## src/rtl/pipeline_hazard_ctrl.sv

```systemverilog
// pipeline_hazard_ctrl
// Central stall/flush sequencer for the 5-stage F/D/X/M/W pipeline.
// The block does three things:
//   - holds the front end while a multi-cycle mult/div runs, with a watchdog,
//   - inserts a one-cycle load-use bubble,
//   - squashes wrong-path instructions on taken branches and jumps.
// All control outputs are combinational from the FSM state and the current
// inputs, so they take effect in the same cycle.
// Optional macro HAZARD_PERF_EN adds stall and flush performance counters.
module pipeline_hazard_ctrl #(
    parameter int MD_MAX_CYCLES = 40    // MD_WAIT watchdog limit, must be <= 64
) (
    input  logic       clock,
    input  logic       reset,
    input  logic [4:0] fd_rs1,
    input  logic [4:0] fd_rs2,
    input  logic       fd_uses_rs2,
    input  logic       dx_is_load,
    input  logic [4:0] dx_rd,
    input  logic       branch_taken,
    input  logic       jump_taken,
    input  logic       md_start,
    input  logic       md_ready,
    input  logic       md_exception,
    output logic       stall_pc,
    output logic       stall_fd,
    output logic       stall_dx,
    output logic       bubble_dx,
    output logic       bubble_xm,
    output logic       flush_fd,
    output logic       flush_dx,
    output logic       md_busy,
    output logic       md_error,
    output logic [1:0] state
`ifdef HAZARD_PERF_EN
    ,
    input  logic        perf_clear,
    output logic [31:0] perf_stall_cycles,
    output logic [15:0] perf_flushes
`endif
);

    typedef enum logic [1:0] {
        RUN     = 2'd0,
        MD_WAIT = 2'd1
    } state_t;

    // Last md_cnt value before the watchdog fires
    // (the count starts at 0 on the first MD_WAIT cycle).
    localparam logic [5:0] MD_LAST = 6'(MD_MAX_CYCLES - 1);

    state_t     state_q;
    logic [5:0] md_cnt;
    logic       load_use;
    logic       redirect;

    // The multdiv exception is owned by the exception logic downstream;
    // this block only sees it and takes no action on it.
    logic       unused_md_exception;
    assign unused_md_exception = md_exception;

    assign state = state_q;

    // Register 0 is hardwired to zero, so it never creates a RAW hazard.
    assign load_use = dx_is_load && (dx_rd != 5'd0) &&
                      ((dx_rd == fd_rs1) || (fd_uses_rs2 && (dx_rd == fd_rs2)));

    assign redirect = branch_taken || jump_taken;

    // Mealy control outputs from the current state and the current inputs.
    always_comb begin
        stall_pc  = 1'b0;
        stall_fd  = 1'b0;
        stall_dx  = 1'b0;
        bubble_dx = 1'b0;
        bubble_xm = 1'b0;
        flush_fd  = 1'b0;
        flush_dx  = 1'b0;
        md_busy   = 1'b0;
        md_error  = 1'b0;
        case (state_q)
            RUN: begin
                if (redirect) begin
                    flush_fd = 1'b1;
                    flush_dx = 1'b1;
                end else if (md_start) begin
                    // The issue cycle itself runs unstalled.
                end else if (load_use) begin
                    // The bubble pushes the load on to M, so one cycle is enough.
                    stall_pc  = 1'b1;
                    stall_fd  = 1'b1;
                    bubble_dx = 1'b1;
                end
            end
            MD_WAIT: begin
                // X is frozen, so redirects, load-use and md_start are ignored.
                md_busy = 1'b1;
                if (!md_ready) begin
                    stall_pc  = 1'b1;
                    stall_fd  = 1'b1;
                    stall_dx  = 1'b1;
                    bubble_xm = 1'b1;
                    if (md_cnt == MD_LAST) begin
                        md_error = 1'b1;
                    end
                end
            end
            default: begin
                // Illegal encodings: everything stays quiet until recovery.
            end
        endcase
    end

    // State register and mult/div wait counter.
    always_ff @(posedge clock) begin
        if (reset) begin
            state_q <= RUN;
            md_cnt  <= '0;
        end else begin
            case (state_q)
                RUN: begin
                    if (!redirect && md_start) begin
                        state_q <= MD_WAIT;
                        md_cnt  <= '0;
                    end
                end
                MD_WAIT: begin
                    if (md_cnt != '1) begin
                        md_cnt <= md_cnt + 6'd1;
                    end
                    // md_ready and the watchdog both leave; md_ready masks md_error.
                    if (md_ready || (md_cnt == MD_LAST)) begin
                        state_q <= RUN;
                    end
                end
                default: begin
                    state_q <= RUN;
                end
            endcase
        end
    end

`ifdef HAZARD_PERF_EN
    // Performance counters: cycles with the PC held, and cycles with a flush.
    always_ff @(posedge clock) begin
        if (reset || perf_clear) begin
            perf_stall_cycles <= '0;
            perf_flushes      <= '0;
        end else begin
            if (stall_pc) begin
                perf_stall_cycles <= perf_stall_cycles + 32'd1;
            end
            if (flush_fd) begin
                perf_flushes <= perf_flushes + 16'd1;
            end
        end
    end
`endif

endmodule
```

## config.mk

```make
export PLATFORM = sky130hd
export DESIGN_NAME = pipeline_hazard_ctrl
export DESIGN_NICKNAME = d
export VERILOG_FILES = /design/src/rtl/pipeline_hazard_ctrl.sv
export SDC_FILE = /design/constraint.sdc
export NUM_CORES = 1
export LEC_CHECK = 0
export BUFFER_PORTS_ARGS = -buffer_cell sky130_fd_sc_hd__buf_2
export CORE_MARGIN = 5
export CORE_UTILIZATION = 25
export CTS_BUF_LIST = sky130_fd_sc_hd__clkbuf_8
export CTS_CLUSTER_DIAMETER = 200
export DETAILED_ROUTE_END_ITERATION = 6
export PLACE_DENSITY = 0.62
export SLEW_MARGIN = 20
export SYNTH_ARGS = -nofsm -noshare
export SYNTH_HDL_FRONTEND = slang
export SYNTH_SLANG_ARGS = --single-unit
```

## constraint.sdc

```tcl
create_clock -name clock -period 1.7 [get_ports clock]
set_clock_uncertainty 0.2 [all_clocks]
set_input_delay 0.255 -clock clock [delete_from_list [all_inputs] [get_ports clock]]
set_output_delay 0.255 -clock clock [all_outputs]
set_load 0.01 [all_outputs]
```

==> impl_results.md <==
- Vias in the first global route: 679
- Synth-to-Final Area Change: 69.5%
- Post-synthesis register bit count: 7
- Predominant post-synthesis flop cell: dfxtp_1
- Top cells by area, synth: dfxtp_1 (25%), xor2_1 (19%), buf_4 (6.7%)
- Routed wire per std cell: 12.4 um
- Fmax: 563 MHz
- Post-synth top cells: xor2_1 (12), nor2_1 (9), dfxtp_1 (7)
- Max Cap Viol: 0
- Worst vdd ir: 0.000381 V
- Initial DRC count: 5
- Failing checks: setup timing
- Die Wd: 57.4 um
- Syn Inst Count: 68
- Pin count of the biggest net entering global routing: 8
- Ant diodes: 0
- H-Tree Depth: 1
- Synthesized cell area: 562 sq um
- Boundary Pins: 35
- Crit Path Max Fanout: 2
- Initial antenna violation count: 0
- Final Net Count: 134
- Worst EP required: 1240 ps
- Site Rows: 17
- PD cells: 545 nW/um^2
- Total Wirelength: 1690 um
- Drc violations: 0
- Area of the multi-input gates: 445 sq um
- Final setup margin: -77.0 ps
- Die Y: 57.4 um
- Clock transition at path regs: 40 ps
- Switching Power: 135 uW
- Leakage power: 0.430 nW
- Syn_area_per_cell: 8.26 sq um
- Count of final setup violators: 4
- Netlist cell types: 27
- Gpl congestion: 0.850
- CTS root buf: clkbuf_8
- Post-Layout Cell Count: 136
- Share of layout cells above drive strength 1: 0.546
- Sequential cell area: 149 sq um
- First-pass GRT wire length: 2790 um
- Layout fillers: 227
- Inserted Clock Buffers: 3
- GRT Util Overall: 0.108
- Avg Vias per Cell: 4.69
- Final Hold Viols: 0
- Tcrit/Tclk final: 1.05
- Vias: 638
- Pre-CTS WS: -108 ps
- Inst Count DP: 128
- Flop-to-flop setup slack: 120 ps
- Post-synth ARST share: 0
- First-pass DRT Iterations: 2
- Clock period minus worst slack: 1780 ps
- Hold slack: 30.8 ps
- Post-DP HPWL: 1240 um
- Int Pwr: 384 uW
- Final Max Tran Viols: 0
- Switching share of total power: 0.260
- Clock network power share: 0.456
- Cell with the most instances after synthesis: xor2_1
- Core ar.: 2170 sq um
- Die area: 3300 sq um
- RSZ-0062 raised after global routing: true
- Crit. End Element: output pin
- Share of the synthesized area in the top cell type: 0.249
- Crit path launch type: primary input
- Clock sink count: 7
- Critical Path AT: 1320 ps
- GR Overflow Total: 0
- Post-synth top area cell: dfxtp_1
- Syn Nets: 93
- Skew-Pair Late Insertion Delay: 240 ps
- Worst min-delay path category: primary input to flip-flop
- Status: finished, violations left
- CTS tree: built
- I/O Buffers: 32
- Post-DRT Antenna Nets: 0
- Part of the Yosys area used for sequential elements: 0.249
- Starting Density: 0.259
- Comb power frac: 0.220
- CTS max path bufs: 2
- CP Class: primary input to output pin
- EDFF count, synth: 0
- Sequential share of power: 0.324
- Syn. warnings: 0
[final cells by class]
class,count,share of cell area
inverters,2,0.00788
flip-flops and latches,7,0.156
multi-input cells,53,0.468
repair buffers,42,0.284
clock inverters,1,0.00394
well taps,28,0.0368
clock buffers,3,0.0434
[per-layer routing]
metal,share of wire,GRT usage
met4,0.024,0.0530
met1,0.36,0.0976
met2,0.51,0.192
met3,0.11,0.0611
met5,0,0
[final timing paths]
check | start | endpoint | depth (start not counted)
worst min register to register | md_cnt[1]$_SDFFE_PP0P_ | md_cnt[1]$_SDFFE_PP0P_ | 2
worst max register to register | md_cnt[3]$_SDFFE_PP0P_ | md_cnt[0]$_SDFFE_PP0P_ | 4
worst min-delay path | reset | state[0]$_SDFFE_PP0P_ | 2
worst max-delay path | dx_rd[3] | stall_pc | 5
[power groups by stage]
stage	Combinational [mW]	Clock, mW	Sequential (mW)
after floorplan	0.0515	0	0.172
after global placement	0.0946	0	0.172
after detailed placement	0.0972	0	0.172
after CTS	0.106	0.244	0.169
after global routing	0.125	0.262	0.168
final	0.114	0.236	0.168
[state kept, by name (all words and copies together), names as in the netlist]
signal  cells
md_cnt      6
state       1
[kinds of logic (layout without fill, tap and decap cells)]
family | Yosys count | count (layout) | share of synthesized area
AO/OA/AOI/OAI | 12 | 12 | 0.143
multiplexers | 1 | 1 | 0.0200
flip-flops | 7 | 7 | 0.249
adder cells (fa/ha/maj) | 1 | 1 | 0.0223
other | 1 | 1 | 0.00668
buffers and inverters | 8 | 48 | 0.100
XOR/XNOR | 13 | 13 | 0.203
AND/OR/NAND/NOR | 25 | 25 | 0.256
[critical path, stage by stage]
cell	delay (ps)
buf_6	100
or4_4	540
o2111ai_4	210
o21ai_2	70
buf_2	140
[cell usage in the layout, fill, tap and decap left out]
| cell type | netlist | layout |
|---|---|---|
| clkbuf_8 | 0 | 3 |
| nand3_1 | 2 | 1 |
| or2b_4 | 0 | 1 |
| buf_4 | 5 | 9 |
| dfxtp_1 | 7 | 4 |
| xnor2_1 | 1 | 1 |
| or4_1 | 2 | 1 |
| dfxtp_4 | 0 | 2 |
| o211ai_1 | 4 | 4 |
| nand3b_1 | 1 | 1 |
| a21oi_1 | 2 | 2 |
| nor4_4 | 0 | 1 |
| and3_1 | 2 | 2 |
| dfxtp_2 | 0 | 1 |
| nor4_1 | 2 | 1 |
| nor3_1 | 2 | 1 |
| ha_4 | 0 | 1 |
| o21ai_1 | 1 | 2 |
| or4b_4 | 1 | 1 |
| nand3_4 | 0 | 1 |
| o31ai_1 | 1 | 1 |
| xor2_1 | 12 | 12 |
| nand2b_4 | 1 | 1 |
| conb_1 | 1 | 1 |
| mux2_2 | 1 | 1 |
| buf_6 | 1 | 6 |
| inv_1 | 2 | 3 |
| nand2_1 | 2 | 2 |
| a32oi_1 | 1 | 1 |
| nor2_1 | 9 | 9 |
| o2111ai_4 | 0 | 1 |
| buf_2 | 0 | 27 |
| nor3_4 | 0 | 1 |
| o21ai_2 | 0 | 1 |
| or4_4 | 0 | 1 |
[repair_timing]
item                                    in CTS  in global routing
endpoints found under the hold margin        0                  0
endpoints found under the setup margin       4                  5
setup buffers                                1                  3
pin swaps                                    4                  7
gates resized for setup                     14                 12
hold buffers                                 0                  0
[per-stage QoR]
| stage | total power, mW | util | TNS (ps) | area [sq um] |
|---|---|---|---|---|
| 2_1_floorplan | 0.223 | - | 0 | 572 |
| 3_3_place_gp | 0.267 | 0.352 | -324 | 763 |
| 3_5_place_dp | 0.269 | 0.352 | -306 | 763 |
| 4_1_cts | 0.519 | 0.405 | -354 | 878 |
| 5_1_grt | 0.556 | 0.439 | -428 | 952 |
| 6_report | 0.519 | 0.439 | -230 | 952 |
Power figures use the tool's default switching activity.
